`config.mk`:
```
export PLATFORM = sky130hd
export DESIGN_NAME = ledpanel_cfg_sched
export DESIGN_NICKNAME = d
export VERILOG_FILES = /design/src/rtl/ledpanel_pkg.sv /design/src/rtl/ledpanel_cfg_check.sv /design/src/rtl/ledpanel_cfg_sched.sv
export SDC_FILE = /design/constraint.sdc
export NUM_CORES = 1
export LEC_CHECK = 0
export ABC_AREA = 1
export CAP_MARGIN = 20
export CELL_PAD_IN_SITES_DETAIL_PLACEMENT = 0
export CELL_PAD_IN_SITES_GLOBAL_PLACEMENT = 2
export CORE_AREA = 2 2 286 288
export DETAILED_ROUTE_END_ITERATION = 8
export DIE_AREA = 0 0 288 290
export GPL_TIMING_DRIVEN = 0
export PLACE_DENSITY = 0.79
export SETUP_SLACK_MARGIN = 0.2
export SYNTH_ARGS = -nofsm -noshare
export SYNTH_HDL_FRONTEND = slang
export SYNTH_SLANG_ARGS = --single-unit
```
`constraint.sdc`:
```
create_clock -name clk -period 2.38 [get_ports clk]
set_clock_uncertainty 0.15 [all_clocks]
set_input_delay 0.238 -clock clk [delete_from_list [all_inputs] [get_ports clk]]
set_output_delay 0.238 -clock clk [all_outputs]
set_load 0.05 [all_outputs]
```
`src/rtl/ledpanel_pkg.sv`:
```
// Shared constants for the ledpanel configuration scheduler: register map,
// reset defaults, validation lower bounds and the scheduler state encoding.
package ledpanel_pkg;

  localparam int unsigned NUM_WORDS = 5;

  localparam logic [2:0] ADDR_ROWS       = 3'd0;
  localparam logic [2:0] ADDR_COLS       = 3'd1;
  localparam logic [2:0] ADDR_BITDEPTH   = 3'd2;
  localparam logic [2:0] ADDR_LSB_BLANK  = 3'd3;
  localparam logic [2:0] ADDR_BRIGHTNESS = 3'd4;

  localparam int unsigned DEF_N_ROWS_MAX    = 64;
  localparam int unsigned DEF_N_COLS_MAX    = 256;
  localparam int unsigned DEF_BITDEPTH_MAX  = 8;
  localparam int unsigned DEF_LSB_BLANK_MAX = 200;
  localparam int unsigned DEF_BRIGHTNESS    = 1;
  localparam int unsigned DEF_CTRL_WIDTH    = 32;
  localparam int unsigned DEF_RST_CYCLES    = 4;
  localparam int unsigned DEF_FRAME_TIMEOUT = 2**20;

  localparam int unsigned N_ROWS_MIN     = 2;
  localparam int unsigned N_COLS_MIN     = 1;
  localparam int unsigned BITDEPTH_MIN   = 1;
  localparam int unsigned LSB_BLANK_MIN  = 1;
  localparam int unsigned BRIGHTNESS_MIN = 1;

  typedef enum logic [1:0] {
    S_OFF,
    S_APPLY,
    S_RUN,
    S_WAIT
  } state_t;

endpackage

```
`src/rtl/ledpanel_cfg_check.sv`:
```
// Combinational validator for one ledpanel configuration set.
module ledpanel_cfg_check
  import ledpanel_pkg::*;
#(
  parameter int unsigned CTRL_WIDTH    = DEF_CTRL_WIDTH,
  parameter int unsigned N_ROWS_MAX    = DEF_N_ROWS_MAX,
  parameter int unsigned N_COLS_MAX    = DEF_N_COLS_MAX,
  parameter int unsigned BITDEPTH_MAX  = DEF_BITDEPTH_MAX,
  parameter int unsigned LSB_BLANK_MAX = DEF_LSB_BLANK_MAX
) (
  input  logic [CTRL_WIDTH-1:0] n_rows,
  input  logic [CTRL_WIDTH-1:0] n_cols,
  input  logic [CTRL_WIDTH-1:0] bitdepth,
  input  logic [CTRL_WIDTH-1:0] lsb_blank,
  input  logic [CTRL_WIDTH-1:0] brightness,
  output logic                  valid
);

  logic rows_ok, cols_ok, depth_ok, blank_ok, bright_ok;

  always_comb begin
    // rows are scanned in pairs, so an odd count is never legal
    rows_ok   = !n_rows[0] &&
                (n_rows >= CTRL_WIDTH'(N_ROWS_MIN)) &&
                (n_rows <= CTRL_WIDTH'(N_ROWS_MAX));
    cols_ok   = (n_cols >= CTRL_WIDTH'(N_COLS_MIN)) &&
                (n_cols <= CTRL_WIDTH'(N_COLS_MAX));
    depth_ok  = (bitdepth >= CTRL_WIDTH'(BITDEPTH_MIN)) &&
                (bitdepth <= CTRL_WIDTH'(BITDEPTH_MAX));
    blank_ok  = (lsb_blank >= CTRL_WIDTH'(LSB_BLANK_MIN)) &&
                (lsb_blank <= CTRL_WIDTH'(LSB_BLANK_MAX));
    bright_ok = (brightness >= CTRL_WIDTH'(BRIGHTNESS_MIN)) &&
                (brightness <= lsb_blank);
    valid     = rows_ok && cols_ok && depth_ok && blank_ok && bright_ok;
  end

endmodule

```
`src/rtl/ledpanel_cfg_sched.sv`:
```
// Holds shadow/pending/active ledpanel config and applies a validated set only
// at a frame boundary by pulsing panel_rst with panel_en low.
module ledpanel_cfg_sched
  import ledpanel_pkg::*;
#(
  parameter int unsigned N_ROWS_MAX    = DEF_N_ROWS_MAX,
  parameter int unsigned N_COLS_MAX    = DEF_N_COLS_MAX,
  parameter int unsigned BITDEPTH_MAX  = DEF_BITDEPTH_MAX,
  parameter int unsigned LSB_BLANK_MAX = DEF_LSB_BLANK_MAX,
  parameter int unsigned CTRL_WIDTH    = DEF_CTRL_WIDTH,
  parameter int unsigned RST_CYCLES    = DEF_RST_CYCLES,
  parameter int unsigned FRAME_TIMEOUT = DEF_FRAME_TIMEOUT
) (
  input  logic                  clk,
  input  logic                  ctrl_rst_n,
  input  logic                  host_en,
  input  logic                  cfg_wr_en,
  input  logic [2:0]            cfg_wr_addr,
  input  logic [CTRL_WIDTH-1:0] cfg_wr_data,
  input  logic                  cfg_commit,
  output logic                  cfg_busy,
  output logic                  cfg_err,
  input  logic                  panel_mem_buffer,
  output logic                  panel_en,
  output logic                  panel_rst,
  output logic [CTRL_WIDTH-1:0] panel_n_rows,
  output logic [CTRL_WIDTH-1:0] panel_n_cols,
  output logic [CTRL_WIDTH-1:0] panel_bitdepth,
  output logic [CTRL_WIDTH-1:0] panel_lsb_blank,
  output logic [CTRL_WIDTH-1:0] panel_brightness,
  output logic [15:0]           frame_cnt
);

  localparam int unsigned CNT_W = $clog2(RST_CYCLES + 1);
  localparam int unsigned TO_W  = $clog2(FRAME_TIMEOUT + 1);
  localparam logic [CNT_W-1:0] CNT_LOAD = CNT_W'(RST_CYCLES);
  localparam logic [TO_W-1:0]  TO_LAST  = TO_W'(FRAME_TIMEOUT - 1);

  typedef logic [CTRL_WIDTH-1:0] word_t;

  localparam word_t DFLT [NUM_WORDS] = '{
    word_t'(N_ROWS_MAX), word_t'(N_COLS_MAX), word_t'(BITDEPTH_MAX),
    word_t'(LSB_BLANK_MAX), word_t'(DEF_BRIGHTNESS)
  };

  word_t shadow  [NUM_WORDS];
  word_t pending [NUM_WORDS];
  word_t active  [NUM_WORDS];

  state_t           state, state_nxt;
  logic [CNT_W-1:0] cnt, cnt_nxt;
  logic [TO_W-1:0]  to_cnt, to_nxt;
  logic             mb_q;
  logic             frame_edge;
  logic             cfg_valid;
  logic             commit_ok;
  logic             active_load;
  logic             active_from_shadow;
  logic             pend_load;

  ledpanel_cfg_check #(
    .CTRL_WIDTH   (CTRL_WIDTH),
    .N_ROWS_MAX   (N_ROWS_MAX),
    .N_COLS_MAX   (N_COLS_MAX),
    .BITDEPTH_MAX (BITDEPTH_MAX),
    .LSB_BLANK_MAX(LSB_BLANK_MAX)
  ) u_check (
    .n_rows    (shadow[ADDR_ROWS]),
    .n_cols    (shadow[ADDR_COLS]),
    .bitdepth  (shadow[ADDR_BITDEPTH]),
    .lsb_blank (shadow[ADDR_LSB_BLANK]),
    .brightness(shadow[ADDR_BRIGHTNESS]),
    .valid     (cfg_valid)
  );

  assign commit_ok  = cfg_commit && cfg_valid;
  assign panel_rst  = (state == S_APPLY);
  assign panel_en   = (state == S_RUN) || (state == S_WAIT);
  assign cfg_busy   = (state == S_WAIT);
  assign frame_edge = panel_en && (mb_q != panel_mem_buffer);

  assign panel_n_rows     = active[ADDR_ROWS];
  assign panel_n_cols     = active[ADDR_COLS];
  assign panel_bitdepth   = active[ADDR_BITDEPTH];
  assign panel_lsb_blank  = active[ADDR_LSB_BLANK];
  assign panel_brightness = active[ADDR_BRIGHTNESS];

  always_comb begin
    state_nxt          = state;
    cnt_nxt            = cnt;
    to_nxt             = to_cnt;
    active_load        = 1'b0;
    active_from_shadow = 1'b0;
    pend_load          = 1'b0;
    unique case (state)
      S_APPLY: begin
        // a commit while the panel is held in reset is taken as a fresh apply
        if (commit_ok) begin
          active_load        = 1'b1;
          active_from_shadow = 1'b1;
          cnt_nxt            = CNT_LOAD;
        end else if (cnt <= CNT_W'(1)) begin
          cnt_nxt   = '0;
          state_nxt = host_en ? S_RUN : S_OFF;
        end else begin
          cnt_nxt = cnt - 1'b1;
        end
      end
      S_OFF: begin
        if (commit_ok || host_en) begin
          state_nxt          = S_APPLY;
          cnt_nxt            = CNT_LOAD;
          active_load        = commit_ok;
          active_from_shadow = 1'b1;
        end
      end
      S_RUN: begin
        if (!host_en) begin
          if (commit_ok) begin
            state_nxt          = S_APPLY;
            cnt_nxt            = CNT_LOAD;
            active_load        = 1'b1;
            active_from_shadow = 1'b1;
          end else begin
            state_nxt = S_OFF;
          end
        end else if (commit_ok) begin
          pend_load = 1'b1;
          to_nxt    = '0;
          state_nxt = S_WAIT;
        end
      end
      S_WAIT: begin
        if (!host_en) begin
          state_nxt          = S_APPLY;
          cnt_nxt            = CNT_LOAD;
          active_load        = 1'b1;
          active_from_shadow = commit_ok;
        end else if (commit_ok) begin
          // the replacing commit swallows a coincident edge; timeout keeps running
          pend_load = 1'b1;
          if (to_cnt < TO_LAST) to_nxt = to_cnt + 1'b1;
        end else if (frame_edge || (to_cnt >= TO_LAST)) begin
          state_nxt   = S_APPLY;
          cnt_nxt     = CNT_LOAD;
          active_load = 1'b1;
        end else begin
          to_nxt = to_cnt + 1'b1;
        end
      end
      default: begin
        state_nxt = S_APPLY;
        cnt_nxt   = CNT_LOAD;
      end
    endcase
  end

  always_ff @(posedge clk or negedge ctrl_rst_n) begin
    if (!ctrl_rst_n) begin
      state     <= S_APPLY;
      cnt       <= CNT_LOAD;
      to_cnt    <= '0;
      mb_q      <= 1'b0;
      cfg_err   <= 1'b0;
      frame_cnt <= '0;
      for (int unsigned i = 0; i < NUM_WORDS; i++) begin
        shadow[i]  <= DFLT[i];
        pending[i] <= DFLT[i];
        active[i]  <= DFLT[i];
      end
    end else begin
      state  <= state_nxt;
      cnt    <= cnt_nxt;
      to_cnt <= to_nxt;
      mb_q   <= panel_mem_buffer;
      if (cfg_commit) cfg_err <= !cfg_valid;
      if (state == S_APPLY)  frame_cnt <= '0;
      else if (frame_edge)   frame_cnt <= frame_cnt + 16'd1;
      for (int unsigned i = 0; i < NUM_WORDS; i++) begin
        if (cfg_wr_en && (cfg_wr_addr == 3'(i))) shadow[i] <= cfg_wr_data;
        if (pend_load) pending[i] <= shadow[i];
        if (active_load) active[i] <= active_from_shadow ? shadow[i] : pending[i];
      end
    end
  end

endmodule

```
; Word-level counts from Yosys, hierarchy flattened
; Index checks and enable logic that the tools add are counted.
[op_classes]
shift = 0
reduce_logical = 30
n_div = 0
bitwise_logic = 0
eq_ne = 20
n_mul = 0
n_addsub = 3
order_cmp = 13
muxes = 46
[op_table]
columns = operator, count
row1 = 32-bit two-way mux, 5
row2 = "32-bit by 1-bit >= comparator with 1-bit output, second input constant", 4
row3 = 21-bit two-way mux, 6
row4 = 21-bit case mux with 2 select lines, 1
row5 = "32-bit by 2-bit >= comparator with 1-bit output, second input constant", 1
row6 = 32-bit <= comparator, 1
row7 = "32-bit by 4-bit <= comparator with 1-bit output, second input constant", 1
row8 = "32-bit by 7-bit <= comparator with 1-bit output, second input constant", 1
row9 = "32-bit by 8-bit <= comparator with 1-bit output, second input constant", 1
row10 = "32-bit by 9-bit <= comparator with 1-bit output, second input constant", 1
row11 = 16-bit two-way mux, 2
row12 = 3-bit two-way mux, 8
row13 = "21-bit by 1-bit adder with 21-bit output, second input constant", 1
row14 = "21-bit by 20-bit >= comparator with 1-bit output, second input constant", 1
row15 = "21-bit by 20-bit < comparator with 1-bit output, second input constant", 1
row16 = 2-bit two-way mux, 9
row17 = 1-bit logical AND, 17
row18 = "16-bit by 1-bit adder with 16-bit output, second input constant", 1
row19 = "2-bit inequality test, second input constant", 6
row20 = 3-bit case mux with 4 select lines, 1
row21 = 6-bit AND reduction, 2
row22 = 1-bit two-way mux, 11
row23 = "3-bit inequality test, second input constant", 3
row24 = 1-bit case mux with 4 select lines, 2
row25 = other kinds (18), 25
[totals]
ramBits = 0
romBits = 0
wordCells = 133
n_memories = 0
latchBits = 0
out_inout_bits = 180
input_bits = 41
register_bits = 524

; Logic depth before layout (Yosys ltp)
[depth]
depth_word = 12
depth_mapped = 23
mapped_depth_nobuf = 22

; Modules after synthesis
; A second synthesis with hierarchy kept.
[unflattened]
cells_unflattened = 2970
hier_area_um2 = 24029.3
[by_module_without_submodules]
columns = module, n_inst, cells_per_inst, area_each_um2
row1 = ledpanel_cfg_sched, 1, 2671, 22547.9
row2 = ledpanel_cfg_check, 1, 299, 1481.4

; Worst setup path after synthesis
; No wires, ideal clock.
[synth_path]
path_type = register -> register
start = register state[0]
end = register active, in the netlist panel_bitdepth[0]
n_path_buf = 2
t_arrival_ns = 2.479
period_less_slack_ns = 2.747
setup_ns = 0.118
stages_incl_launch_ff = 13
path_slack_ns = -0.367
cell_sequence = dfstp_2 -> ha_1 -> nor2_1 -> nor3_2 -> inv_1 -> nand4_1 -> nand2_1 -> nand2_1 -> nand2_4 -> buf_4 -> buf_2 -> nand3_1 -> nand2_1
[synth_between]
elab_chain_len = 8
elab_cells_between_ends = 13
classes_between = eq/ne: 3 / mux: 6 / reduce/logical: 4
[synth_lines]
columns = element, line_no
row1 = start: declaration, ledpanel_cfg_sched.sv:50  ; state_t state, state_nxt;
row2 = start signal: assignment, ledpanel_cfg_sched.sv:172  ; state <= state_nxt;
row3 = 2-bit == test (*), --
row4 = net cfg_busy, ledpanel_cfg_sched.sv:21  ; output logic cfg_busy,
row5 = 1-bit logical OR, ledpanel_cfg_sched.sv:78  ; assign panel_en = (state == S_RUN) || (state == S_WAIT);
row6 = 1-bit logical AND, ledpanel_cfg_sched.sv:80  ; assign frame_edge = panel_en && (mb_q != panel_mem_buffer);
row7 = 1-bit logical OR, ledpanel_cfg_sched.sv:143  ; end else if (frame_edge || (to_cnt >= TO_LAST)) begin
row8 = 1-bit two-way mux, ledpanel_cfg_sched.sv:143
row9 = 1-bit two-way mux, ledpanel_cfg_sched.sv:139  ; end else if (commit_ok) begin
row10 = 1-bit two-way mux, ledpanel_cfg_sched.sv:134  ; if (!host_en) begin
row11 = 1-bit case mux with 4 select lines, ledpanel_cfg_sched.sv:95  ; unique case (state)
row12 = end signal: indexed assignment, ledpanel_cfg_sched.sv:169  ; active[i] <= DFLT[i];
row13 = end signal: indexed assignment, ledpanel_cfg_sched.sv:182  ; if (active_load) active[i] <= active_from_shadow ? shadow[i] : pending[i];
row14 = end: declaration, ledpanel_cfg_sched.sv:48  ; word_t active [NUM_WORDS];
; The timed path passes the listed nets; every way through them passes the cells marked *.
; A chain may end at the register's enable or synchronous reset.

; Final worst setup path
[layout_path]
start = register shadow[39] (netlist bit)
end = register active, in the netlist panel_n_cols[20]
[layout_between]
elab_chain_len = 9
elab_cells_between_ends = 19
classes_between = order compare: 3 / mux: 10 / reduce/logical: 6
[layout_lines]
columns = element, line_no
row1 = start: declaration, ledpanel_cfg_sched.sv:46  ; word_t shadow [NUM_WORDS];
row2 = start signal: indexed assignment, ledpanel_cfg_sched.sv:167  ; shadow[i] <= DFLT[i];
row3 = start signal: indexed assignment, ledpanel_cfg_sched.sv:180  ; if (cfg_wr_en && (cfg_wr_addr == 3'(i))) shadow[i] <= cfg_wr_data;
row4 = 32-bit by 1-bit >= comparator with 1-bit output / 32-bit by 8-bit <= comparator with 1-bit output (equally long branches), "ledpanel_cfg_check.sv:30, ledpanel_cfg_check.sv:31"
row5 = 1-bit logical AND, ledpanel_cfg_check.sv:30  ; blank_ok = (lsb_blank >= CTRL_WIDTH'(LSB_BLANK_MIN)) &&
row6 = 1-bit logical AND, ledpanel_cfg_check.sv:34  ; valid = rows_ok && cols_ok && depth_ok && blank_ok && bright_ok;
row7 = 1-bit logical AND (*), ledpanel_cfg_check.sv:34
row8 = 1-bit logical AND (*), ledpanel_cfg_sched.sv:76  ; assign commit_ok = cfg_commit && cfg_valid;
row9 = 1-bit two-way mux / 1-bit logical OR (equally long branches), "ledpanel_cfg_sched.sv:98, ledpanel_cfg_sched.sv:119, ledpanel_cfg_sched.sv:110"
row10 = "1-bit two-way mux, on equally long branches", "ledpanel_cfg_sched.sv:118, ledpanel_cfg_sched.sv:110"
row11 = 1-bit case mux with 4 select lines, ledpanel_cfg_sched.sv:95
row12 = 32-bit two-way mux, ledpanel_cfg_sched.sv:182
; Every way passes the cells marked *; elsewhere a longest branch is shown, timed or not.

==> parameters.txt <==
Parameter                              Value

Run status
  Outcome    finished with violations
  Failing checks    setup timing

Critical path
  Endpoint class of the critical path    register
  Cell-by-cell trace of the critical path    inv_2 > ha_4 > a21o_1 > nor2_2 > nand2_2 > nand2_2 > nand2_1 > nand2_1 > nand2_2 > nand2_4 > nand2_8 > nand2_4 > nand2_4 > nand2_8 > nand2_8 > buf_16 > clkbuf_16 > nand2_1 > nand2_1
  Type of the setup path with the least slack    reg2reg
  Largest stage delay, worst path    0.55 ns
  Critical Path AT    3.29 ns
  WP buf/inv    3
  Cell family with the largest share of critical-path delay    simple AND/OR/NAND/NOR gates
  CP max FO    8
  CP Data Required Time    2.73 ns
  Most Frequent Cell on Critical Path    sky130_fd_sc_hd__nand2_1
  CP startpoint kind    register
  Slowest-stage cell, CP    sky130_fd_sc_hd__dfstp_2

Timing
  Min setup slack post-route    -0.561 ns
  Post-route setup TNS    -148.36 ns
  Final Cycle Share    124%
  Final setup violating endpoints    351
  Setup repair after global routing missed its margin    yes
  Worst Max-Slew Pin Slew    0.930 ns
  Min Clock Period, post-route    2.94 ns
  Highest achievable clock rate    340 MHz
  Relative slew slack    37.8%
  Final Max Tran Viols    0
  Number of failing hold endpoints at the final stage    0

Detailed routing
  Mean number of vias per cell    4.82
  Average wire per cell in the routed design    19.7 um
  Vias    22,200
  DRC    0
  Total iterations of the first detailed-routing run    5
  Antenna-violating nets left    0
  Sum of routed wire length over all layers    91,000 um
  Initial DRC Count    1,749

Place
  Number of placed cells counting well taps    4,410
  Weighted congestion reported at the end of routability-driven placement    0.825
  Number of port buffers    220
  Pre-CTS setup slack    -1.37 ns
  DPL Wire Length    63,200 um

Synthesis
  Synthesized area divided by synthesized cell count    7.91 um^2
  Netlist cell types    36
  Part of the Yosys area used for sequential elements    53.1%
  YS warnings    0
  Flops & latches, synth    524
  Netlist area before placement    0.0247 mm^2
  Synthesized net count    3,206
  Count of mapped cells out of synthesis    3,125

Final layout
  Final net count    3,588
  Fraction of layout instances using a drive strength above 1    18.8%
  Number of cells in the finished layout apart from fillers    4,616
  ANT cells    0
  Fill cell total of the finished layout    8,201
  Area Growth Syn to Fin    36.7%

Run
  Number of violations of the max-capacitance limit    0

Power
  Pwr Density    1020 mW/mm^2
  Worst VDD drop    0.619 mV
  Lkg Pwr    17.9 nW
  Total power after layout    0.0345 W

Floorplan
  Chip height    290 um
  Die area    0.0835 mm^2
  FP Rows    104
  Core area    0.0802 mm^2
  I/O pin count    221
  Die span in x    288 um
  Initial cell density of the core    30.9%

Global routing
  Number of antenna violations at the first check in global routing    3
  Global-route wire length before repair    135,000 um
  Largest net degree at the start of global routing    114
  Residual overflow from global routing    0
  Number of global-route vias before repair    21,600
  Global-route usage over all layers    21.1%

Clock network
  Clock tree root driver cell    sky130_fd_sc_hd__clkbuf_16
  Sink Count    524
  Maximum buffer depth of the clock tree    3
  Clock tree from TritonCTS    yes
  Clock insertion delay at the later pin of the skew report    0.62 ns
  Clock transition at the registers of the reported paths    0.05 ns
  Number of H-tree levels    3
  Number of clock buffers inserted by TritonCTS    66

Hold path
  Hold crit path type    in2async
synth_stat cells (all sizes together):
library cell,instances,area (um^2)
a31oi,1,6.26
nand2,1022,3880
or2,1,6.26
a21oi,30,150
xnor2,6,52.6
and2,3,18.8
nor3,15,80.1
nand4,32,200
a21boi,1,7.51
xor2,11,96.3
nor3b,5,37.5
nor4,1,6.26
dfrtp,501,12500
o21a,1,7.51
inv,261,982
dfstp,23,604
buf,91,478
o21ai,206,1030
o211ai,1,7.51
nor2,192,726
nand3,576,2880
nand3b,7,52.6
and3,1,6.26
ha,40,500
a21o,1,7.51
clkbuf,94,353
a211oi,2,15.0
final timing paths:
| kind | startpoint | end | slack [ns] | cells past startpoint |
|---|---|---|---|---|
| setup / recovery | shadow[39]$_DFFE_PN1P_ | panel_n_cols[20]$_DFFE_PN0P_ | -0.56 | 19 |
| hold / removal | ctrl_rst_n | frame_cnt[5]$_DFFE_PN0P_ | 0.04 | 2 |
| setup reg to reg | shadow[39]$_DFFE_PN1P_ | panel_n_cols[20]$_DFFE_PN0P_ | -0.56 | 19 |
| hold reg to reg | pending[127]$_DFFE_PN0P_ | pending[127]$_DFFE_PN0P_ | 0.31 | 2 |
| max in group asynchronous | ctrl_rst_n | shadow[118]$_DFFE_PN0P_ | 0.45 | 4 |
| min in group clk | cfg_wr_data[24] | shadow[152]$_DFFE_PN0P_ | 0.25 | 3 |
repair_timing:
action / in CTS / in global routing
cloned: 8 / 24
endpoints found under the hold margin: 198 / 0
setup endpoints to repair: 505 / 518
hold buffers: 2 / 0
pin swaps: 26 / 91
setup buffers: 28 / 27
resized for setup: 212 / 371
cells by family (layout without fill, tap and decap cells):
family	Yosys count	count (layout)	share of synthesized area, %
buffers and inverters	446	875	7.33
flip-flops	524	524	53.1
XOR/XNOR	17	17	0.602
AND/OR/NAND/NOR	1855	1857	31.9
AO/OA/AOI/OAI	243	243	4.98
adder cells (fa/ha/maj)	40	40	2.02
area by class of cell:
class                   instances  area, um^2  area share (%)
inverters                     261         990            2.93
plain buffers                 185        1650            4.87
flip-flops and latches        524       13200            39.0
well taps                    1060        1330            3.92
clock inverters                21         249           0.736
multi-input cells            2157       11000            32.5
clock buffers                  96        1890            5.58
repair buffers                312        3550            10.5
layer usage:
metal	global-route usage, %	share of wire, %	vias to the layer above	wire length (um)
met5	0	0.036	-	33
met4	5.78	2.1	6	1910
met3	3.55	5.9	102	5380
met2	32.0	45	545	40700
met1	30.9	47	10700	43000
li1	-	-	10800	-
layout by cell type (no fill, tap or decap), types with 7 or more instances in the layout:
cell	count
sky130_fd_sc_hd__o21ai_1	8
sky130_fd_sc_hd__clkdlybuf4s50_1	218
sky130_fd_sc_hd__nand3b_1	7
sky130_fd_sc_hd__clkinv_2	9
sky130_fd_sc_hd__nand3_2	15
sky130_fd_sc_hd__nand2_2	136
sky130_fd_sc_hd__nor2_2	21
sky130_fd_sc_hd__inv_1	244
sky130_fd_sc_hd__nand3_1	560
sky130_fd_sc_hd__nand2_1	818
sky130_fd_sc_hd__nor2_1	167
sky130_fd_sc_hd__buf_16	13
sky130_fd_sc_hd__buf_6	39
sky130_fd_sc_hd__nor3_1	12
sky130_fd_sc_hd__xor2_1	11
sky130_fd_sc_hd__clkbuf_1	58
sky130_fd_sc_hd__dfstp_2	23
sky130_fd_sc_hd__a21oi_1	25
sky130_fd_sc_hd__dfrtp_1	472
sky130_fd_sc_hd__clkbuf_2	17
sky130_fd_sc_hd__dfrtp_2	29
sky130_fd_sc_hd__nand2_8	8
sky130_fd_sc_hd__nand2_4	62
sky130_fd_sc_hd__ha_1	31
sky130_fd_sc_hd__clkbuf_8	16
sky130_fd_sc_hd__nand4_1	32
sky130_fd_sc_hd__buf_2	10
sky130_fd_sc_hd__clkbuf_4	25
sky130_fd_sc_hd__buf_12	9
sky130_fd_sc_hd__buf_8	28
sky130_fd_sc_hd__inv_2	15
sky130_fd_sc_hd__ha_4	7
sky130_fd_sc_hd__clkbuf_16	88
sky130_fd_sc_hd__buf_4	68
sky130_fd_sc_hd__o21ai_0	198
registers in the layout, summed over array words and instances (netlist names):
signal            count
frame_cnt            16
panel_brightness     32
mb_q                  1
panel_n_cols         32
state                 2
shadow              160
to_cnt               21
panel_n_rows         32
cnt                   3
panel_bitdepth       32
pending             160
cfg_err               1
panel_lsb_blank      32
stage by stage:
step           instance area [um^2]  util, %  hold slack (ns)
6_report                      33800     42.2           0.0432
5_1_grt                       33800     42.2            0.104
4_1_cts                       32000     39.9           0.0584
3_5_place_dp                  28800     35.9           0.0949
3_3_place_gp                  28600     35.7            0.299
2_1_floorplan                 25100        -           -0.208
power breakdown:
group          switching, W  internal, W
clock               0.00409      0.00596
combinational       0.00809      0.00454
sequential          0.00142       0.0104
total                0.0136       0.0209
Power figures use the tool's default switching activity.
